**src/rtl/centurion_uart_pkg.sv**
```systemverilog
// Shared constants for the Centurion console UART transmitter.
// Optional even parity is enabled with the CENTURION_UART_PARITY_EN macro.
package centurion_uart_pkg;

  localparam logic [2:0] ST_IDLE   = 3'd0;
  localparam logic [2:0] ST_START  = 3'd1;
  localparam logic [2:0] ST_DATA   = 3'd2;
  localparam logic [2:0] ST_STOP   = 3'd3;
  localparam logic [2:0] ST_PARITY = 3'd4;

  localparam int unsigned STAT_READY    = 32'd0;
  localparam int unsigned STAT_DRAINED  = 32'd1;
  localparam int unsigned STAT_OVERFLOW = 32'd2;

  localparam logic [15:0] OFF_DATA   = 16'd0;
  localparam logic [15:0] OFF_STATUS = 16'd1;

`ifdef CENTURION_UART_PARITY_EN
  function automatic logic even_parity(input logic [7:0] data);
    return ^data;
  endfunction
`endif

endpackage

```
**src/rtl/centurion_uart_tx_if.sv**
```systemverilog
// CPU-side bus bundle for the console UART: address/write strobe in, read data out.
interface centurion_uart_tx_if;

  logic [15:0] address;
  logic        write_en;
  logic [7:0]  data_in;
  logic [7:0]  data_out;
  logic        selected;

  modport master (
    output address,
    output write_en,
    output data_in,
    input  data_out,
    input  selected
  );

  modport slave (
    input  address,
    input  write_en,
    input  data_in,
    output data_out,
    output selected
  );

endinterface

```
**src/rtl/centurion_sync_fifo.sv**
```systemverilog
// Single-clock FIFO; a push while full is accepted only when a pop happens in the same cycle.
module centurion_sync_fifo #(
  parameter int WIDTH = 8,
  parameter int DEPTH = 8
) (
  input  logic                     clock,
  input  logic                     reset,
  input  logic                     push,
  input  logic [WIDTH-1:0]         push_data,
  input  logic                     pop,
  output logic [WIDTH-1:0]         head,
  output logic                     full,
  output logic                     empty,
  output logic [$clog2(DEPTH):0]   count
);

  localparam int AW = $clog2(DEPTH);
  localparam logic [AW-1:0] PTR_ONE  = AW'(32'd1);
  localparam logic [AW:0]   CNT_ONE  = (AW+1)'(32'd1);
  localparam logic [AW:0]   CNT_FULL = (AW+1)'(DEPTH);

  logic [WIDTH-1:0] mem_r [DEPTH];
  logic [AW-1:0]    wr_ptr_r;
  logic [AW-1:0]    rd_ptr_r;
  logic [AW:0]      count_r;
  logic             do_push_s;
  logic             do_pop_s;
  logic             full_s;
  logic             empty_s;

  assign full_s    = (count_r == CNT_FULL);
  assign empty_s   = (count_r == {(AW+1){1'b0}});
  assign do_pop_s  = pop && !empty_s;
  assign do_push_s = push && (!full_s || do_pop_s);

  assign head  = mem_r[rd_ptr_r];
  assign full  = full_s;
  assign empty = empty_s;
  assign count = count_r;

  // Storage array; contents are don't-care until written.
  always_ff @(posedge clock) begin
    if (do_push_s) begin
      mem_r[wr_ptr_r] <= push_data;
    end
  end

  // Pointers wrap naturally because DEPTH is a power of two.
  always_ff @(posedge clock or posedge reset) begin
    if (reset) begin
      wr_ptr_r <= {AW{1'b0}};
      rd_ptr_r <= {AW{1'b0}};
      count_r  <= {(AW+1){1'b0}};
    end else begin
      if (do_push_s) begin
        wr_ptr_r <= wr_ptr_r + PTR_ONE;
      end
      if (do_pop_s) begin
        rd_ptr_r <= rd_ptr_r + PTR_ONE;
      end
      case ({do_push_s, do_pop_s})
        2'b10:   count_r <= count_r + CNT_ONE;
        2'b01:   count_r <= count_r - CNT_ONE;
        default: count_r <= count_r;
      endcase
    end
  end

endmodule

```
**src/rtl/centurion_uart_tx.sv**
```systemverilog
// Memory-mapped console transmitter: data register at BASE_ADDR, status at BASE_ADDR+1.
// Build with CENTURION_UART_PARITY_EN to append an even-parity bit after the data bits.
module centurion_uart_tx
  import centurion_uart_pkg::*;
#(
  parameter logic [15:0] BASE_ADDR    = 16'hF200,
  parameter int          CLKS_PER_BIT = 16,
  parameter int          FIFO_DEPTH   = 8
) (
  input  logic                 clock,
  input  logic                 reset,
  centurion_uart_tx_if.slave   bus,
  output logic                 tx,
  output logic                 busy
);

  localparam int BW = $clog2(CLKS_PER_BIT);
  localparam int CW = $clog2(FIFO_DEPTH) + 1;
  localparam logic [BW-1:0] BAUD_ZERO = {BW{1'b0}};
  localparam logic [BW-1:0] BAUD_ONE  = BW'(32'd1);
  localparam logic [BW-1:0] BAUD_LAST = BW'(CLKS_PER_BIT - 1);
  localparam logic [CW-1:0] CNT_ONE   = CW'(32'd1);
`ifdef CENTURION_UART_PARITY_EN
  localparam logic [2:0] AFTER_DATA = ST_PARITY;
`else
  localparam logic [2:0] AFTER_DATA = ST_STOP;
`endif

  logic          sel_data_s;
  logic          sel_stat_s;
  logic          push_req_s;
  logic          push_ok_s;
  logic          stat_wr_s;
  logic [7:0]    fifo_head_s;
  logic          fifo_full_s;
  logic          fifo_empty_s;
  logic [CW-1:0] fifo_count_s;
  logic          pop_s;
  logic          baud_done_s;
  logic          nonempty_next_s;
  logic [7:0]    status_s;

  logic [2:0]    state_r;
  logic [2:0]    state_next_s;
  logic [BW-1:0] baud_r;
  logic [BW-1:0] baud_next_s;
  logic [2:0]    bit_idx_r;
  logic [2:0]    bit_next_s;
  logic [7:0]    shift_r;
  logic [7:0]    shift_next_s;
  logic          tx_r;
  logic          tx_next_s;
  logic          busy_r;
  logic          busy_next_s;
  logic          overflow_r;
`ifdef CENTURION_UART_PARITY_EN
  logic          parity_r;
`endif

  assign sel_data_s  = (bus.address == (BASE_ADDR + OFF_DATA));
  assign sel_stat_s  = (bus.address == (BASE_ADDR + OFF_STATUS));
  assign push_req_s  = bus.write_en && sel_data_s;
  assign stat_wr_s   = bus.write_en && sel_stat_s;
  assign push_ok_s   = push_req_s && (!fifo_full_s || pop_s);
  assign baud_done_s = (baud_r == BAUD_LAST);

  assign bus.selected = sel_data_s || sel_stat_s;
  assign tx   = tx_r;
  assign busy = busy_r;

  centurion_sync_fifo #(
    .WIDTH (8),
    .DEPTH (FIFO_DEPTH)
  ) u_fifo (
    .clock     (clock),
    .reset     (reset),
    .push      (push_req_s),
    .push_data (bus.data_in),
    .pop       (pop_s),
    .head      (fifo_head_s),
    .full      (fifo_full_s),
    .empty     (fifo_empty_s),
    .count     (fifo_count_s)
  );

  // Status register image.
  always_comb begin
    status_s                = 8'h00;
    status_s[STAT_READY]    = !fifo_full_s;
    status_s[STAT_DRAINED]  = fifo_empty_s && (state_r == ST_IDLE);
    status_s[STAT_OVERFLOW] = overflow_r;
  end

  // Read mux: only the status register returns non-zero data.
  always_comb begin
    if (sel_stat_s) begin
      bus.data_out = status_s;
    end else begin
      bus.data_out = 8'h00;
    end
  end

  // Framer next-state: IDLE pops the FIFO head, then START, DATA (LSB first), [PARITY], STOP.
  always_comb begin
    state_next_s = state_r;
    baud_next_s  = baud_r;
    bit_next_s   = bit_idx_r;
    shift_next_s = shift_r;
    pop_s        = 1'b0;
    case (state_r)
      ST_IDLE: begin
        baud_next_s = BAUD_ZERO;
        if (!fifo_empty_s) begin
          pop_s        = 1'b1;
          shift_next_s = fifo_head_s;
          bit_next_s   = 3'd0;
          state_next_s = ST_START;
        end else begin
          state_next_s = ST_IDLE;
        end
      end
      ST_START: begin
        if (baud_done_s) begin
          baud_next_s  = BAUD_ZERO;
          bit_next_s   = 3'd0;
          state_next_s = ST_DATA;
        end else begin
          baud_next_s = baud_r + BAUD_ONE;
        end
      end
      ST_DATA: begin
        if (baud_done_s) begin
          baud_next_s  = BAUD_ZERO;
          shift_next_s = {1'b0, shift_r[7:1]};
          if (bit_idx_r == 3'd7) begin
            state_next_s = AFTER_DATA;
          end else begin
            bit_next_s = bit_idx_r + 3'd1;
          end
        end else begin
          baud_next_s = baud_r + BAUD_ONE;
        end
      end
`ifdef CENTURION_UART_PARITY_EN
      ST_PARITY: begin
        if (baud_done_s) begin
          baud_next_s  = BAUD_ZERO;
          state_next_s = ST_STOP;
        end else begin
          baud_next_s = baud_r + BAUD_ONE;
        end
      end
`endif
      ST_STOP: begin
        if (baud_done_s) begin
          baud_next_s  = BAUD_ZERO;
          state_next_s = ST_IDLE;
        end else begin
          baud_next_s = baud_r + BAUD_ONE;
        end
      end
      default: begin
        baud_next_s  = BAUD_ZERO;
        state_next_s = ST_IDLE;
      end
    endcase
  end

  // Line level for the upcoming state, so tx comes straight from a flop.
  always_comb begin
    case (state_next_s)
      ST_START:  tx_next_s = 1'b0;
      ST_DATA:   tx_next_s = shift_next_s[0];
`ifdef CENTURION_UART_PARITY_EN
      ST_PARITY: tx_next_s = parity_r;
`endif
      default:   tx_next_s = 1'b1;
    endcase
  end

  // Busy looks ahead at FIFO occupancy and framer state after this edge.
  always_comb begin
    if (push_ok_s) begin
      nonempty_next_s = 1'b1;
    end else if (pop_s) begin
      nonempty_next_s = (fifo_count_s > CNT_ONE);
    end else begin
      nonempty_next_s = !fifo_empty_s;
    end
    busy_next_s = nonempty_next_s || (state_next_s != ST_IDLE);
  end

  // Framer registers; reset forces the line high immediately.
  always_ff @(posedge clock or posedge reset) begin
    if (reset) begin
      state_r   <= ST_IDLE;
      baud_r    <= BAUD_ZERO;
      bit_idx_r <= 3'd0;
      shift_r   <= 8'h00;
      tx_r      <= 1'b1;
      busy_r    <= 1'b0;
    end else begin
      state_r   <= state_next_s;
      baud_r    <= baud_next_s;
      bit_idx_r <= bit_next_s;
      shift_r   <= shift_next_s;
      tx_r      <= tx_next_s;
      busy_r    <= busy_next_s;
    end
  end

`ifdef CENTURION_UART_PARITY_EN
  // Parity is captured with the byte so it is ready when DATA finishes.
  always_ff @(posedge clock or posedge reset) begin
    if (reset) begin
      parity_r <= 1'b0;
    end else if (pop_s) begin
      parity_r <= even_parity(fifo_head_s);
    end else begin
      parity_r <= parity_r;
    end
  end
`endif

  // Sticky overflow: set by a dropped push, cleared by any status write.
  always_ff @(posedge clock or posedge reset) begin
    if (reset) begin
      overflow_r <= 1'b0;
    end else if (stat_wr_s) begin
      overflow_r <= 1'b0;
    end else if (push_req_s && !push_ok_s) begin
      overflow_r <= 1'b1;
    end else begin
      overflow_r <= overflow_r;
    end
  end

endmodule

```
**src/flat_wrapper.sv**
```systemverilog
// flat-port wrapper written by rule: the top's interface ports become plain ports
module centurion_uart_tx_flat import centurion_uart_pkg::*;
#(
  parameter logic [15:0] BASE_ADDR    = 16'hF200,
  parameter int          CLKS_PER_BIT = 16,
  parameter int          FIFO_DEPTH   = 8
)
  (clock, reset, tx, busy, bus_address, bus_write_en, bus_data_in, bus_data_out, bus_selected);
  centurion_uart_tx_if bus_i ();
  input  logic clock;
  input  logic reset;
  output logic tx;
  output logic busy;
  input wire logic [$bits(bus_i.address)-1:0] bus_address;
  input wire logic [$bits(bus_i.write_en)-1:0] bus_write_en;
  input wire logic [$bits(bus_i.data_in)-1:0] bus_data_in;
  output wire logic [$bits(bus_i.data_out)-1:0] bus_data_out;
  output wire logic [$bits(bus_i.selected)-1:0] bus_selected;
  assign bus_i.address = bus_address;
  assign bus_i.write_en = bus_write_en;
  assign bus_i.data_in = bus_data_in;
  assign bus_data_out = bus_i.data_out;
  assign bus_selected = bus_i.selected;
  centurion_uart_tx #(.BASE_ADDR(BASE_ADDR), .CLKS_PER_BIT(CLKS_PER_BIT), .FIFO_DEPTH(FIFO_DEPTH)) u_core (.clock(clock), .reset(reset), .bus(bus_i), .tx(tx), .busy(busy));
endmodule
```
**config.mk**
```make
export PLATFORM = sky130hd
export DESIGN_NAME = centurion_uart_tx_flat
export DESIGN_NICKNAME = d
export VERILOG_FILES = /design/src/rtl/centurion_uart_pkg.sv /design/src/rtl/centurion_uart_tx_if.sv /design/src/rtl/centurion_sync_fifo.sv /design/src/rtl/centurion_uart_tx.sv /design/src/flat_wrapper.sv
export SDC_FILE = /design/constraint.sdc
export NUM_CORES = 1
export LEC_CHECK = 0
export ABC_CLOCK_PERIOD_IN_PS = 3610
export CORE_MARGIN = 4
export CORE_UTILIZATION = 57
export DETAILED_ROUTE_END_ITERATION = 12
export HOLD_SLACK_MARGIN = 0.02
export MAX_ROUTING_LAYER = met4
export PLACE_DENSITY = 0.81
export REMOVE_ABC_BUFFERS = 1
export SLEW_MARGIN = 20
export SYNTH_ARGS = -nofsm -noshare
export SYNTH_HDL_FRONTEND = slang
export SYNTH_HIERARCHICAL = 1
export SYNTH_SLANG_ARGS = --single-unit
```
**constraint.sdc**
```tcl
create_clock -name clock -period 3.61 [get_ports clock]
set_input_delay 0.361 -clock clock [delete_from_list [all_inputs] [get_ports clock]]
set_output_delay 0.361 -clock clock [all_outputs]
set_load 0.05 [all_outputs]
```
# After elaboration in Yosys (flattened, before gate mapping)
# Memories as Yosys holds them, arrays and structs flattened.
# Cells that the tools add are included.
dict set report op_classes {
  order_cmp 1
  muxes 27
  addsub 6
  n_eq_ne 16
  reduce_logical 24
}
# op count
set op_table {}
lappend op_table {{$eq 16x16->1 const B} 2}
lappend op_table {{$mux 3} 9}
lappend op_table {{$mux 8} 2}
lappend op_table {{$pmux 8 s2} 1}
lappend op_table {{$pmux 3 s4} 1}
lappend op_table {{$add 3x1->3 const B} 3}
lappend op_table {{$eq 3x2->1 const B} 3}
lappend op_table {{$mux 1} 9}
lappend op_table {{$pmux 3 s3} 1}
lappend op_table {{$add 4x1->4 const B} 2}
lappend op_table {{$eq 4x4->1 const B} 2}
lappend op_table {{$mux 4} 2}
lappend op_table {{$pmux 4 s2} 1}
lappend op_table {{$logic_and 1x1->1} 7}
lappend op_table {{$eq 3x1->1 const B} 2}
lappend op_table {{$reduce_bool 2->1} 3}
lappend op_table {{$reduce_bool 3->1} 2}
lappend op_table {{$reduce_and 5->1} 1}
lappend op_table {{$gt 4x1->1 const B} 1}
lappend op_table {{$logic_not 4->1} 1}
lappend op_table {{$logic_or 1x1->1} 4}
lappend op_table {{$ne 2x1->1 const B} 2}
lappend op_table {{$ne 2x2->1 const B} 2}
lappend op_table {{$sub 4x1->4 const B} 1}
lappend op_table {{8 further kinds} 10}
dict set report word_totals {
  mem_count 1
  inputBits 27
  output_inout_bits 11
  word_cells 86
  regBits 31
  ram_bits 64
}
# memory depth word_bits read_ports rd_clocked_by_memory_dff write_ports line_no
set mem_list {}
lappend mem_list {u_core.u_fifo.mem_r 8 8 1 0 1 centurion_sync_fifo.sv:22} ;# logic [WIDTH-1:0] mem_r [DEPTH];

# Longest topological paths before layout
dict set report depth {
  depth_word 9
  depth_mapped 13
  ltp_nobuf 12
}

# Cells and area by module
# Netlist, hierarchy kept.
# mod seq_area_each_um2 n_inst cells_each area_per_inst_um2
set by_module_without_submodules {}
lappend by_module_without_submodules {centurion_sync_fifo 2172.1 1 165 3158.0}
lappend by_module_without_submodules {centurion_uart_tx 526.8 1 119 1174.9}

# Worst setup path after synthesis
# No wires, ideal clock.
dict set report synth_timing {
  kind {in2reg}
  from {input bus_address[1]}
  to {register u_core.u_fifo.count_r[3], in the netlist u_core/u_fifo/count[3]}
  setup_time_ps 69
  t_required_ps 3541
  path_slack_ps 239
  arrival_time_ps 3302
  path_stages 12
  n_path_buf 1
  path_cell_list {or4_4 -> nor4_4 -> nand2_1 -> nor2_1 -> buf_2 -> or2_2 -> inv_1 -> ha_1 -> or2_2 -> nand3_1 -> mux2_2 -> nand3b_1}
}
dict set report synth_via {
  elab_chain_cells 5
  elab_cells_between_ends 7
  cone_classes {eq/ne (3); mux (1); reduce/logical (3)}
}
# item line_no
set synth_rtl {}
lappend synth_rtl {{start, declared} flat_wrapper.sv:14} ;# input wire logic [$bits(bus_i.address)-1:0] bus_address;
lappend synth_rtl {{$eq 16x16->1 (*)} centurion_uart_tx.sv:60} ;# assign sel_data_s = (bus.address == (BASE_ADDR + OFF_DATA));
lappend synth_rtl {{$logic_and 1x1->1 (*)} centurion_uart_tx.sv:62} ;# assign push_req_s = bus.write_en && sel_data_s;
lappend synth_rtl {{via u_core.push_req_s} centurion_uart_tx.sv:31} ;# logic push_req_s;
lappend synth_rtl {{$logic_and 1x1->1 (*)} centurion_sync_fifo.sv:34} ;# assign do_push_s = push && (!full_s || do_pop_s);
lappend synth_rtl {{$eq 2x1->1 / $eq 2x2->1 (equally long branches)} centurion_sync_fifo.sv:61} ;# case ({do_push_s, do_pop_s})
lappend synth_rtl {{$pmux 4 s2 / $reduce_bool 2->1 (equally long branches)} n/a}
lappend synth_rtl {{end signal, assigned} centurion_sync_fifo.sv:62} ;# 2'b10: count_r <= count_r + CNT_ONE;
lappend synth_rtl {{end signal, assigned} centurion_sync_fifo.sv:63} ;# 2'b01: count_r <= count_r - CNT_ONE;
lappend synth_rtl {{end signal, assigned} centurion_sync_fifo.sv:64} ;# default: count_r <= count_r;
lappend synth_rtl {{end, declared} centurion_sync_fifo.sv:25} ;# logic [AW:0] count_r;
# Mark *: on every way through the listed nets, which the timed path passes. The rest lies on a longest branch.
# A chain may end at the register's enable or synchronous reset.

# Worst setup path in the final report
dict set report layout_timing {
  from {input bus_address[1]}
  to {output bus_data_out[0]}
}
dict set report layout_via {
  elab_chain_cells 2
}
# item line_no
set layout_rtl {}
lappend layout_rtl {{$eq 16x16->1} centurion_uart_tx.sv:61} ;# assign sel_stat_s = (bus.address == (BASE_ADDR + OFF_STATUS));
lappend layout_rtl {{$mux 3} centurion_uart_tx.sv:96} ;# if (sel_stat_s) begin
lappend layout_rtl {{end, declared} flat_wrapper.sv:17} ;# output wire logic [$bits(bus_i.data_out)-1:0] bus_data_out;
# No other way between the ends.

==> impl_results.md <==
* Status: complete, no violations
* Hold WC Path Type: in -> async
* Clock tree from TritonCTS: yes
* Reg power frac at 49.8%
* Power Dens Cells at roughly 570 mW/mm2
* Setup TNS at 0 ps
* #FFs+latches synth at between 90 and 100
* Vias at 2417
* Mapped Area at 0.00433 mm2
* Final Critical Period at about 3200 ps
* Syn Area/Cell at between 15 and 20 um2
* EDFF count, synth at 64
* Switching Fraction at between 30% and 40%
* Initial antenna violation count at 0
* H-tree depth at 3
* Worst slew pin tran at 758 ps
* Synth Instances at roughly 280
* Number of global-route vias before repair at 2457
* Final HPWL DP at 5.32 mm
* Final Max Tran Viols at 0
* Layout cells sized above 1 at 18.6%
* Peak VDD IR at 0.410 mV
* Floorplan row count at 31
* Final hold violation count at 0
* Register area share after synthesis at approximately 62%
* Worst Path Max Fanout at 6
* First-pass GRT wire length at 12.5 mm
* Pin count of the biggest net entering global routing at 22
* Clk_skew at around 14 ps
* Setup crit start: bus_address[1]
* Fraction of registers with async set/reset at between 30 and 40%
* Worst-skew pair later-pin latency at 360 ps
* Max-Cap Viols at 0
* Cell leakage power at 1.89 nW
* GPL Wtd Cong at 0.752
* Crit Path Class: in -> out
* Total grt overflow at 0
* YS warnings at 6
* DR iter-0 viols at 177
* Avg WL per Cell at 17.6 um
* Post-synth cell types at 57
* Rel. slew slack at 49.4%
* R2r setup slk at 560 ps
* Core area at roughly 0.0073 mm2
* Worst r2r path cells at 13
* Post-CTS Hold Fix Bufs at 0
* Top_reg_cell synth: edfxtp_1
* Clk pwr share at about a quarter
* Worst r2r src: u_core/u_fifo/count[2]$_DFFE_PP0P_
* Tot Pwr at 2.83 mW
* Setup Buffers After CTS at 0
* # port buffers at 32
* Die height at approximately 95 um
* R2r endpoint: u_core/u_fifo/count[3]$_DFFE_PP0P_
* Internal at 1.95 mW
* RSZ-0062 raised after global routing: false
* Tcrit/Tclk final at 89.4%
* Final count of negative-setup-slack endpoints at 0
* Peak Freq at 310 MHz
* Cts repair resizes at 0
* DRC viols at 0
* CTS max path bufs at 2
* Total wire length at 7.61 mm
* WHS at 356 ps
* Antenna cells at 0
* Clk slew on worst S/H paths at roughly 110 ps
* Crit path DAT at 2870 ps
* Total CTS buffers at 9
* Combinational share of power at 25.9%
* Effective utilization at floorplan at 59.1%
* Final net count at 363
* Chip Width at 95.2 um
* Number of iterations in the first detailed-routing pass at 4
* Utilization after layout at 67.5%
* Area Growth Syn to Fin at 14.1%
* # IOs at 38
* Fill cell count at 500
* Root Buffer: clkbuf_8
* Critical path startpoint category: primary input
* CP required at 3250 ps
* Routed Antenna Nets at 0
* Crit end category: output port
* Sinks on Clock Net at 95
* Die area at 0.00906 mm2
* Vias/cell at 5.59
* P_sw at 0.878 mW
* GR Util All Layers at 19.2%
## synthesized netlist by cell type (all sizes together) (2+ instances only)
cell type,instances,area [um2]
buf,10,92.6
nor3b,3,22.5
nor2,15,56.3
or3,4,25.0
or4b,2,23.8
a31oi,2,27.5
a22oi,6,45.0
and3,3,18.8
nand3,4,20.0
mux2i,4,40.0
o21ai,5,28.8
inv,9,33.8
nand2b,5,31.3
xnor2,5,43.8
a21oi,7,38.8
edfxtp,64,1920
mux4,16,390
ha,7,87.6
xor2,4,35.0
a211o,2,17.5
dfrtp,30,751
or4,2,22.5
nor2b,4,25.0
nand2,26,97.6
nor3,3,15.0
clkbuf,7,56.3
or2,2,12.5
and2,3,18.8
mux2,12,139
nor4,2,27.5
## registers in the layout, indices dropped and copies added (netlist names)
signal,cells
u_core/baud_r,4
u_core/bit_idx_r,3
u_core/busy,1
u_core/overflow_r,1
u_core/shift_r,8
u_core/state_r,3
u_core/tx,1
u_core/u_fifo/count,4
u_core/u_fifo/mem_r,64
u_core/u_fifo/rd_ptr_r,3
u_core/u_fifo/wr_ptr_r,3
## power groups by stage
stage	clock (mW)	combinational [mW]	sequential, mW
final	0.687	0.732	1.41
after global routing	0.764	0.807	1.43
after CTS	0.704	0.738	1.41
after detailed placement	0	0.733	1.44
after global placement	0	0.707	1.43
after floorplan	0	0.526	1.42
## critical path, stage by stage
cell             delay, ps
clkdlybuf4s50_1        410
or4_4                  540
nor4_4                 400
and2_1                 210
nor2b_1                140
clkdlybuf4s50_1        800
## worst max path at each step
stage	end	slack, ps	cells after the start
final	bus_data_out[0]	380	6
after global routing	bus_data_out[0]	250	6
after CTS	bus_data_out[0]	360	6
after detailed placement	u_core/u_fifo/count[3]$_DFFE_PP0P_	310	12
after global placement	u_core/u_fifo/count[3]$_DFFE_PP0P_	360	12
after floorplan	u_core/u_fifo/count[3]$_DFFE_PP0P_	30	11
## layer usage
layer | up-vias | global-route usage [%] | routed length (um) | part of all wire [%]
met5 | - | - | 0 | 0
met1 | 1185 | 24.1 | 3220 | 42
met3 | 6 | 4.97 | 555 | 7.3
met2 | 74 | 31.4 | 3770 | 50
met4 | 0 | 4.81 | 69 | 0.91
li1 | 1152 | - | - | -
## metrics by stage
stage,cells,area (um2),setup slack [ps]
2_1_floorplan,272,4200,27.8
3_3_place_gp,416,4740,362
3_5_place_dp,416,4740,308
4_1_cts,432,4950,360
5_1_grt,432,4950,247
6_report,432,4950,384
## cell type report
cell class | count | area (um2) | area share (%)
clock buffers | 9 | 124 | 2.50
clock inverters | 7 | 80.1 | 1.62
inverters | 10 | 42.5 | 0.860
multi-input cells | 167 | 1460 | 29.5
flip-flops and latches | 95 | 2700 | 54.6
well taps | 99 | 124 | 2.50
repair buffers | 45 | 415 | 8.40
## cell usage in the layout (no fill, tap or decap), types with 8 or more instances in the layout
cell	instances
edfxtp_1	64
clkdlybuf4s50_1	31
dfrtp_1	30
nand2_1	26
nor2_1	15
buf_4	14
mux2_2	11
clkbuf_8	9
inv_1	9
mux4_1	8
mux4_2	8
## kinds of logic after synthesis
| family | share of synthesized area, % |
|---|---|
| xor gates and xnor gates | 1.82 |
| muxes | 13.1 |
| DFF | 62.3 |
| AOI/OAI and AO/OA | 5.37 |
| other | 0.0865 |
| buffers and inverters | 4.42 |
| adders and majority gates | 2.48 |
| and+or+nand+nor | 10.4 |
No activity file was read; power rests on OpenSTA's default activity.
